$ cat src/rtl/reg_sad_status_pkg.sv
// ---------------------------------------------------------------------------
// reg_sad_status_pkg
//   Shared definitions for the SAD status read block: register addresses on
//   the USB register bus and the bit layout of the status byte, kept in one
//   place so host-side tooling can mirror a single source.
// ---------------------------------------------------------------------------
package reg_sad_status_pkg;

  localparam logic [7:0] ADDR_SAD_STATUS     = 8'h3A;
  localparam logic [7:0] ADDR_SAD_TRIG_COUNT = 8'h3B;

  // Status byte layout, MSB first.
  typedef struct packed {
    logic [2:0] rsvd;
    logic       ovf;
    logic       xerr;
    logic       trig;
    logic       active;
    logic       armed;
  } sad_status_t;

endpackage

$ cat src/rtl/reg_sad_status_if.sv
// ---------------------------------------------------------------------------
// reg_sad_status_if
//   USB register bus as seen by one reader block.
//   reg_address  : register address
//   reg_bytecnt  : byte index within a multi-byte register
//   reg_datai    : write data
//   reg_read     : read strobe, high for the whole read of one byte
//   reg_write    : write strobe
//   reg_datao    : registered read data, 0 when not selected
// ---------------------------------------------------------------------------
interface reg_sad_status_if #(
  parameter int pBYTECNT_SIZE = 7
);
  logic [7:0]               reg_address;
  logic [pBYTECNT_SIZE-1:0] reg_bytecnt;
  logic [7:0]               reg_datai;
  logic                     reg_read;
  logic                     reg_write;
  logic [7:0]               reg_datao;

  modport master (
    output reg_address, reg_bytecnt, reg_datai, reg_read, reg_write,
    input  reg_datao
  );

  modport slave (
    input  reg_address, reg_bytecnt, reg_datai, reg_read, reg_write,
    output reg_datao
  );
endinterface

$ cat src/rtl/reg_sad_status_sad_sat_counter.sv
// ---------------------------------------------------------------------------
// sad_sat_counter
//   Saturating event counter. Stops at all-ones; a further increment while
//   saturated sets the overflow flag. Clear wins over a same-cycle increment
//   and resets both count and overflow.
//   clk_usb  : clock
//   reset_n  : async active-low reset
//   i_inc    : count one event
//   i_clr    : clear count and overflow
//   o_count  : current count
//   o_ovf    : overflow flag
// ---------------------------------------------------------------------------
module sad_sat_counter #(
  parameter int pWIDTH = 32
) (
  input  logic              clk_usb,
  input  logic              reset_n,
  input  logic              i_inc,
  input  logic              i_clr,
  output logic [pWIDTH-1:0] o_count,
  output logic              o_ovf
);

  logic [pWIDTH-1:0] r_count;
  logic              r_ovf;

  always_ff @(posedge clk_usb or negedge reset_n) begin
    if (!reset_n) begin
      r_count <= '0;
      r_ovf   <= 1'b0;
    end else if (i_clr) begin
      r_count <= '0;
      r_ovf   <= 1'b0;
    end else if (i_inc) begin
      if (&r_count) r_ovf   <= 1'b1;
      else          r_count <= r_count + 1'b1;
    end
  end

  assign o_count = r_count;
  assign o_ovf   = r_ovf;

endmodule

$ cat src/rtl/reg_sad_status.sv
// ---------------------------------------------------------------------------
// reg_sad_status
//   Read-side register block for the SAD trigger. Returns live and sticky SAD
//   status and a coherent multi-byte trigger count to the USB register bus.
//   reg_datao is 0 whenever not reading, so the top level can OR readers.
//   clk_usb        : USB register clock
//   reset_n        : async active-low reset
//   bus            : register bus (slave side)
//   sad_armed      : live armed level
//   sad_active     : live enable level
//   sad_trigger    : SAD match level, edge-detected here
//   xadc_error     : XADC alarm level
//   triggered_flag : sticky triggered flag
// ---------------------------------------------------------------------------
module reg_sad_status
  import reg_sad_status_pkg::*;
#(
  parameter int pBYTECNT_SIZE = 7,
  parameter int pCOUNT_WIDTH  = 32
) (
  input  logic             clk_usb,
  input  logic             reset_n,
  reg_sad_status_if.slave  bus,
  input  logic             sad_armed,
  input  logic             sad_active,
  input  logic             sad_trigger,
  input  logic             xadc_error,
  output logic             triggered_flag
);

  localparam int NBYTES = pCOUNT_WIDTH / 8;

  logic                     r_trig_d;
  logic                     r_read_d;
  logic [7:0]               r_rd_addr;
  logic [pBYTECNT_SIZE-1:0] r_rd_bcnt;
  logic                     r_trig_sticky;
  logic                     r_xerr_sticky;
  logic [pCOUNT_WIDTH-1:0]  r_snap;
  logic [7:0]               r_datao;

  logic                     w_trig_rise;
  logic                     w_read_rise;
  logic                     w_read_fall;
  logic                     w_stat_clr;
  logic                     w_cnt_clr;
  logic [pCOUNT_WIDTH-1:0]  w_count;
  logic                     w_ovf;
  logic [pCOUNT_WIDTH-1:0]  w_cnt_src;
  sad_status_t              w_stat;
  logic [7:0]               w_mux;
  logic                     w_unused_datai;

  assign w_trig_rise = sad_trigger & ~r_trig_d;
  assign w_read_rise = bus.reg_read & ~r_read_d;
  assign w_read_fall = r_read_d & ~bus.reg_read;

  // Clear-on-read acts when the read ends, using the address held during it.
  assign w_stat_clr = w_read_fall && (r_rd_addr == ADDR_SAD_STATUS) && (r_rd_bcnt == '0);
  assign w_cnt_clr  = bus.reg_write && (bus.reg_address == ADDR_SAD_TRIG_COUNT) && bus.reg_datai[0];

  assign w_unused_datai = ^bus.reg_datai[7:1];

  sad_sat_counter #(.pWIDTH(pCOUNT_WIDTH)) u_counter (
    .clk_usb (clk_usb),
    .reset_n (reset_n),
    .i_inc   (w_trig_rise),
    .i_clr   (w_cnt_clr),
    .o_count (w_count),
    .o_ovf   (w_ovf)
  );

  always_ff @(posedge clk_usb or negedge reset_n) begin
    if (!reset_n) begin
      r_trig_d      <= 1'b0;
      r_read_d      <= 1'b0;
      r_rd_addr     <= '0;
      r_rd_bcnt     <= '0;
      r_trig_sticky <= 1'b0;
      r_xerr_sticky <= 1'b0;
      r_snap        <= '0;
      r_datao       <= '0;
    end else begin
      r_trig_d <= sad_trigger;
      r_read_d <= bus.reg_read;
      if (bus.reg_read) begin
        r_rd_addr <= bus.reg_address;
        r_rd_bcnt <= bus.reg_bytecnt;
      end
      // A set event in the clearing cycle keeps the bit.
      r_trig_sticky <= w_trig_rise | (r_trig_sticky & ~w_stat_clr);
      r_xerr_sticky <= xadc_error  | (r_xerr_sticky & ~w_stat_clr);
      // Snapshot takes the pre-increment count so all bytes agree.
      if (w_read_rise && (bus.reg_bytecnt == '0)) r_snap <= w_count;
      r_datao <= bus.reg_read ? w_mux : 8'h00;
    end
  end

  assign w_stat = '{rsvd: 3'b000, ovf: w_ovf, xerr: r_xerr_sticky, trig: r_trig_sticky,
                    active: sad_active, armed: sad_armed};

  // On the cycle the snapshot is taken, byte 0 comes from the same live count.
  assign w_cnt_src = (w_read_rise && (bus.reg_bytecnt == '0)) ? w_count : r_snap;

  always_comb begin
    w_mux = 8'h00;
    if (bus.reg_address == ADDR_SAD_STATUS) begin
      if (bus.reg_bytecnt == '0) w_mux = w_stat;
    end else if (bus.reg_address == ADDR_SAD_TRIG_COUNT) begin
      for (int i = 0; i < NBYTES; i++) begin
        if (32'(bus.reg_bytecnt) == i) w_mux = w_cnt_src[8*i +: 8];
      end
    end
  end

  assign bus.reg_datao   = r_datao;
  assign triggered_flag  = r_trig_sticky;

endmodule

$ cat src/flat_wrapper.sv
// flat-port wrapper written by rule: the top's interface ports become plain ports
module reg_sad_status_flat import reg_sad_status_pkg::*;
#(
  parameter int pBYTECNT_SIZE = 7,
  parameter int pCOUNT_WIDTH  = 32
)
  (clk_usb, reset_n, sad_armed, sad_active, sad_trigger, xadc_error, triggered_flag, bus_reg_address, bus_reg_bytecnt, bus_reg_datai, bus_reg_read, bus_reg_write, bus_reg_datao);
  reg_sad_status_if #(.pBYTECNT_SIZE(pBYTECNT_SIZE)) bus_i ();
  input  logic clk_usb;
  input  logic reset_n;
  input  logic sad_armed;
  input  logic sad_active;
  input  logic sad_trigger;
  input  logic xadc_error;
  output logic triggered_flag;
  input wire logic [$bits(bus_i.reg_address)-1:0] bus_reg_address;
  input wire logic [$bits(bus_i.reg_bytecnt)-1:0] bus_reg_bytecnt;
  input wire logic [$bits(bus_i.reg_datai)-1:0] bus_reg_datai;
  input wire logic [$bits(bus_i.reg_read)-1:0] bus_reg_read;
  input wire logic [$bits(bus_i.reg_write)-1:0] bus_reg_write;
  output wire logic [$bits(bus_i.reg_datao)-1:0] bus_reg_datao;
  assign bus_i.reg_address = bus_reg_address;
  assign bus_i.reg_bytecnt = bus_reg_bytecnt;
  assign bus_i.reg_datai = bus_reg_datai;
  assign bus_i.reg_read = bus_reg_read;
  assign bus_i.reg_write = bus_reg_write;
  assign bus_reg_datao = bus_i.reg_datao;
  reg_sad_status #(.pBYTECNT_SIZE(pBYTECNT_SIZE), .pCOUNT_WIDTH(pCOUNT_WIDTH)) u_core (.clk_usb(clk_usb), .reset_n(reset_n), .bus(bus_i), .sad_armed(sad_armed), .sad_active(sad_active), .sad_trigger(sad_trigger), .xadc_error(xadc_error), .triggered_flag(triggered_flag));
endmodule
$ cat config.mk
export PLATFORM = sky130hd
export DESIGN_NAME = reg_sad_status_flat
export DESIGN_NICKNAME = d
export VERILOG_FILES = /design/src/rtl/reg_sad_status_pkg.sv /design/src/rtl/reg_sad_status_if.sv /design/src/rtl/reg_sad_status_sad_sat_counter.sv /design/src/rtl/reg_sad_status.sv /design/src/flat_wrapper.sv
export SDC_FILE = /design/constraint.sdc
export NUM_CORES = 1
export LEC_CHECK = 0
export ABC_AREA = 1
export ABC_CLOCK_PERIOD_IN_PS = 2150
export CAP_MARGIN = 20
export CORE_UTILIZATION = 55
export DETAILED_ROUTE_END_ITERATION = 12
export GPL_TIMING_DRIVEN = 0
export PLACE_DENSITY = 0.76
export SLEW_MARGIN = 10
export SYNTH_ARGS = -nofsm -noshare
export SYNTH_HDL_FRONTEND = slang
export SYNTH_SLANG_ARGS = --single-unit
$ cat constraint.sdc
create_clock -name clk_usb -period 2.15 [get_ports clk_usb]
set_input_delay 0.43 -clock clk_usb [delete_from_list [all_inputs] [get_ports clk_usb]]
set_output_delay 0.43 -clock clk_usb [all_outputs]
set_load 0.02 [all_outputs]
Yosys cells after proc, flatten, opt, wreduce, memory -nomap -nowiden. Cells that the tools add are included.

Bitwise operators: 11. Reduce and logical (&&, ||, !) cells: 12. Eq/ne operators: 7. Add/sub/neg operators: 1. Mux-type cells: 15.

Operators by type and width (count): 2-to-1 mux 32 bit (4); 2-to-1 mux 8 bit (7); adder 32 x 1 -> 32 bit, second input constant (1); AND reduction 32 bit (1); == test 8 x 6 -> 1 bit, second input constant (3); == test 7 x 2 -> 1 bit, second input constant (2); zero test 7 bit (2); == test 7 x 1 -> 1 bit, second input constant (1); AND 1 bit (5); logical AND 1 bit (5); 2-to-1 mux 5 bit (1); NOT 1 bit (4); AND reduction 2 bit (2); nonzero test 2 bit (2); 2-to-1 mux 1 bit (3); inequality test 2 bit, second input constant (1); OR 1 bit (2).

Output and inout bits: 9. Flip-flop bits (word level): 92. Input port bits: 31.

Longest topological paths before layout.
Depth in word-level cells: 11. Gate-level depth with buffers: 12. Depth with buffers taken out: 10.

Hierarchy. A second synthesis with hierarchy kept.

Cells, all modules: 670. Area total of the unflattened synthesis: 5245.0 µm².

Modules (own cells, without submodules): reg_sad_status (times used 1, area an instance 2876.5 µm², seq. area each 1476.4 µm², cells each 356); sad_sat_counter (times used 1, area an instance 2368.5 µm², seq. area each 825.8 µm², cells each 314).

Worst setup path after synthesis. No wires, ideal clock.

Path type: reg-to-reg. Start point: register u_core.u_counter.r_count[0] (netlist: u_core.u_counter.o_count[0]). End point: register u_core.u_counter.r_count[12] (netlist: u_core.u_counter.o_count[12]). Buffers on the path: 2. Library setup time: 0.121 ns. Arrival time: 1.742 ns. Path slack: 0.287 ns. Cell stages (with the launch flop): 12. Clock period less this slack: 1.863 ns. Path through: dfrtp_1 ha_1 inv_2 nor3_4 nand2_2 nor2_4 nand2_2 a21o_4 clkinv_2 buf_8 buf_8 o21ai_1.

Cells in the longest elaborated chain, start to end: 4. Elaborated cells on any way between the ends: 7. Those cells by class: add/sub (1); eq/ne (1); mux (3); reduce/logical (2).

RTL lines: from (decl) (RTL line reg_sad_status_sad_sat_counter.sv:24) `logic [pWIDTH-1:0] r_count;`; from (signal assigned) (RTL line reg_sad_status_sad_sat_counter.sv:36) `else r_count <= r_count + 1'b1;`; adder 32 x 1 -> 32 bit (RTL line reg_sad_status_sad_sat_counter.sv:36); 2-to-1 mux 32 bit (RTL line reg_sad_status_sad_sat_counter.sv:35) `if (&r_count) r_ovf <= 1'b1;`; 2-to-1 mux 32 bit (RTL line reg_sad_status_sad_sat_counter.sv:34) `end else if (i_inc) begin`; 2-to-1 mux 32 bit (RTL line reg_sad_status_sad_sat_counter.sv:31) `end else if (i_clr) begin`.

Parallel ways exist; a longest one is shown, timed or not. The select of a mux whose other input is x is not followed. A chain may end at the register's enable or synchronous reset.

Worst setup path in the final report.
Start point: register u_core.u_counter.r_count[1] (netlist: u_core.u_counter.o_count[1]). End point: register u_core.u_counter.r_count[6] (netlist: u_core.u_counter.o_count[6]).

Same word-level chain as after synthesis.

==> results.toml <==
[power_and_ir_drop]
switching_share_pct = 29.7
pwr-share-clk_pct = 31.4
switching_power_mw = 1.04
ir_drop_mv = 0.316
power.sequential.fraction_pct = 54.8
fin_total_pwr_mw = 3.49
power.leakage_nw = 2.71
combPwrFrac_pct = 13.8
p_int_mw = 2.45
p_per_area_nw_per_um2 = 597

[synth]
ys_types = 35
ys_seq_area_share_pct = 45.7
syn_area_per_cell_sq_um = 7.30
ys_ff_latch = 92
synth_top_area_share_pct = 45.7
syn-num-nets = 723
yosysTopAreaCell = "dfrtp_1"
synth_top_cells_by_area = "dfrtp_1 46%, nand2_1 16%, nand3_1 9.7%, inv_1 5.4%, o21ai_0 4.2%"
syn_area_sq_um = 5040
synth_cells = 691
yosys_warnings = 0

[routing]
wl_per_cell_microns = 15.9
drc = 6
dr.pass1.iters = 10
vias = 4748
wl_met1_mm = 6.31
vias_per_cell = 5.54
wl_met3_microns = 638
antenna_left = 0
wl_met2_mm = 6.22
wl_mm = 13.6
top_layer_used = "met4"
drt_iter0_markers = 336

[floorplanning]
fp.dieArea_sq_um = 9560
die_w_microns = 97.8
start_util_pct = 57.3
io_pins = 40
dieHeight_microns = 97.8
core_area_sq_um = 8810
std_cell_rows = 34

[clock_network]
cts_buffers = 9
cts_root_buffer = "clkbuf_8"
clkLatencyLatePin_ns = 0.37
cts.sinks = 92
cts_max_path_buffers = 2
htree_levels = 3
path_clk_slew_ns = 0.09
cts_tree = "yes"

[sta]
timing.final.ws_setup_ns = 0.133
setup_viol = 0
post-route-min-period_ns = 2.02
rsz0062_at_grt = "no"
slew_headroom_pct = 51.2
fin_crit_sh_pct = 93.8
max_freq_ghz = 0.496
fin_worst_skew_ns = 0.00906
worstMarginPinSlew_ns = 0.729
finalHoldViolations = 0
tns_ns = 0
report.final.slew_viol_count = 0

[global_route]
grt_pass1_wl_mm = 22.3
grt_antenna_before_repair = 0
first_global_vias = 4472
overflow = 0
grt_usage_pct = 30.2
grt_max_degree = 50

[job]
drv_cap = 0

[layout]
fin_nets = 776
fill_cells = 760
layout_commonest_cell = "nand2_1"
diodes = 0
drive_gt1_share_pct = 9.61
syn2layout_area_growth_pct = 16.0
final_cell_mix = "211 x nand2_1, 95 x nand3_1, 89 x dfrtp_1, 71 x inv_1, 47 x nor2_1"
utilization_pct = 66.4

[placed_design]
portBuffers = 32
pre_cts_ws_ns = -0.535
dp.final_hpwl_mm = 10.4
gp_congestion = 0.995

[worst_setup_path]
arrival_ns = 2.32
path_class = "flip-flop to flip-flop"
start_kind = "flip-flop"
critical_path_required_ns = 2.45
critPathMaxFanout = 10
critPathCaptureType = "flip-flop"

[hold_path]
min_path_type = "input port to async pin"

[status]
status = "finished with violations"
violations = "DRC"
-- through the flow --
step                hold slack (ns)  area, sq um  instances
global route                  0.103         5850        857
finish                       0.0559         5850        857
CTS                          0.0842         5730        848
global placement              0.450         5500        831
floorplan                     0.134         5040        691
detailed placement            0.453         5520        832
-- final cells by class --
| class | count | area (sq um) | share of cell area, % |
|---|---|---|---|
| Multi-Input combinational cell | 495 | 2380 | 40.7 |
| Sequential cell | 92 | 2310 | 39.4 |
| Timing Repair Buffer | 42 | 413 | 7.06 |
| Inverter | 81 | 305 | 5.22 |
| Buffer | 23 | 136 | 2.33 |
| Tap cell | 108 | 135 | 2.31 |
| Clock buffer | 10 | 128 | 2.18 |
| Clock inverter | 6 | 47.5 | 0.813 |
-- per-layer routing --
layer	vias up	track usage, %
li1	2327	-
met3	36	4.44
met4	0	11.4
met5	-	0
met1	2232	41.7
met2	153	48.7
-- state kept, by name, indices dropped and copies added (netlist names) --
signal	count
u_core.r_trig_d	1
u_core.r_read_d	1
u_core.u_counter.o_count	32
u_core.r_xerr_sticky	1
u_core.u_counter.o_ovf	1
u_core.bus.reg_datao	8
u_core.r_rd_addr	8
u_core.r_snap	32
u_core.r_rd_bcnt	7
u_core.triggered_flag	1
-- power groups by stage --
stage               Sequential (mW)  Combinational, mW  Clock [mW]
floorplan                      1.92              0.260           0
global placement               1.93              0.419           0
detailed placement             1.94              0.434           0
CTS                            1.91              0.446        1.11
global route                   1.92              0.537        1.19
finish                         1.91              0.482        1.10
-- synth_stat cells, drive strengths merged --
cell	n
o31ai	2
nand3	98
nor2	53
xor2	7
and2	15
nor4	2
clkinv	2
dfrtp	92
o21a	6
o211ai	7
clkbuf	12
buf	11
inv	79
nand3b	4
a31oi	1
or2	1
nand2	213
a21oi	7
nor3	18
xnor2	2
o21ai	46
nand4	8
ha	1
a21o	4
-- logic make-up (layout without fill, tap and decap cells) --
group	Yosys count	in the layout	synth area share (%)
compound gates	73	73	8.36
simple gates	412	412	35.7
flops	92	92	45.7
fa+ha+maj	1	1	0.248
xor+xnor	9	9	1.56
buf+inv	104	162	8.46
-- final timing paths --
check / endpoint / startpoint / depth (start not counted) / slack, ns
min: u_core.r_rd_addr[4]$_DFFE_PN0P_ / reset_n / 1 / 0.06
max: u_core.u_counter.o_count[6]$_DFFE_PN0P_ / u_core.u_counter.o_count[1]$_DFFE_PN0P_ / 12 / 0.13
max reg2reg: u_core.u_counter.o_count[6]$_DFFE_PN0P_ / u_core.u_counter.o_count[1]$_DFFE_PN0P_ / 12 / 0.13
max in group asynchronous: u_core.u_counter.o_count[6]$_DFFE_PN0P_ / reset_n / 2 / 1.43
min in group clk_usb: u_core.r_snap[27]$_DFF_PN0_ / u_core.r_snap[27]$_DFF_PN0_ / 2 / 0.47
min reg2reg: u_core.r_snap[27]$_DFF_PN0_ / u_core.r_snap[27]$_DFF_PN0_ / 2 / 0.47
-- critical path, stage by stage, from the launching register on --
cell and delay (ns):
dfrtp_1 0.43, ha_4 0.19, inv_2 0.06, nor3_4 0.22
nand2_2 0.10, nor2_4 0.14, nand2_2 0.09, a21o_4 0.23
clkinv_2 0.08, buf_8 0.15, buf_8 0.14, nand2_1 0.05
nand2_1 0.06
-- timing repair --
action | in CTS | in global routing
pin swaps | 0 | 4
hold buffers | 0 | 0
buffers inserted | 0 | 9
endpoints found under the setup margin | 34 | 39
resized for setup | 9 | 24
No activity file was read; power rests on OpenSTA's default activity.
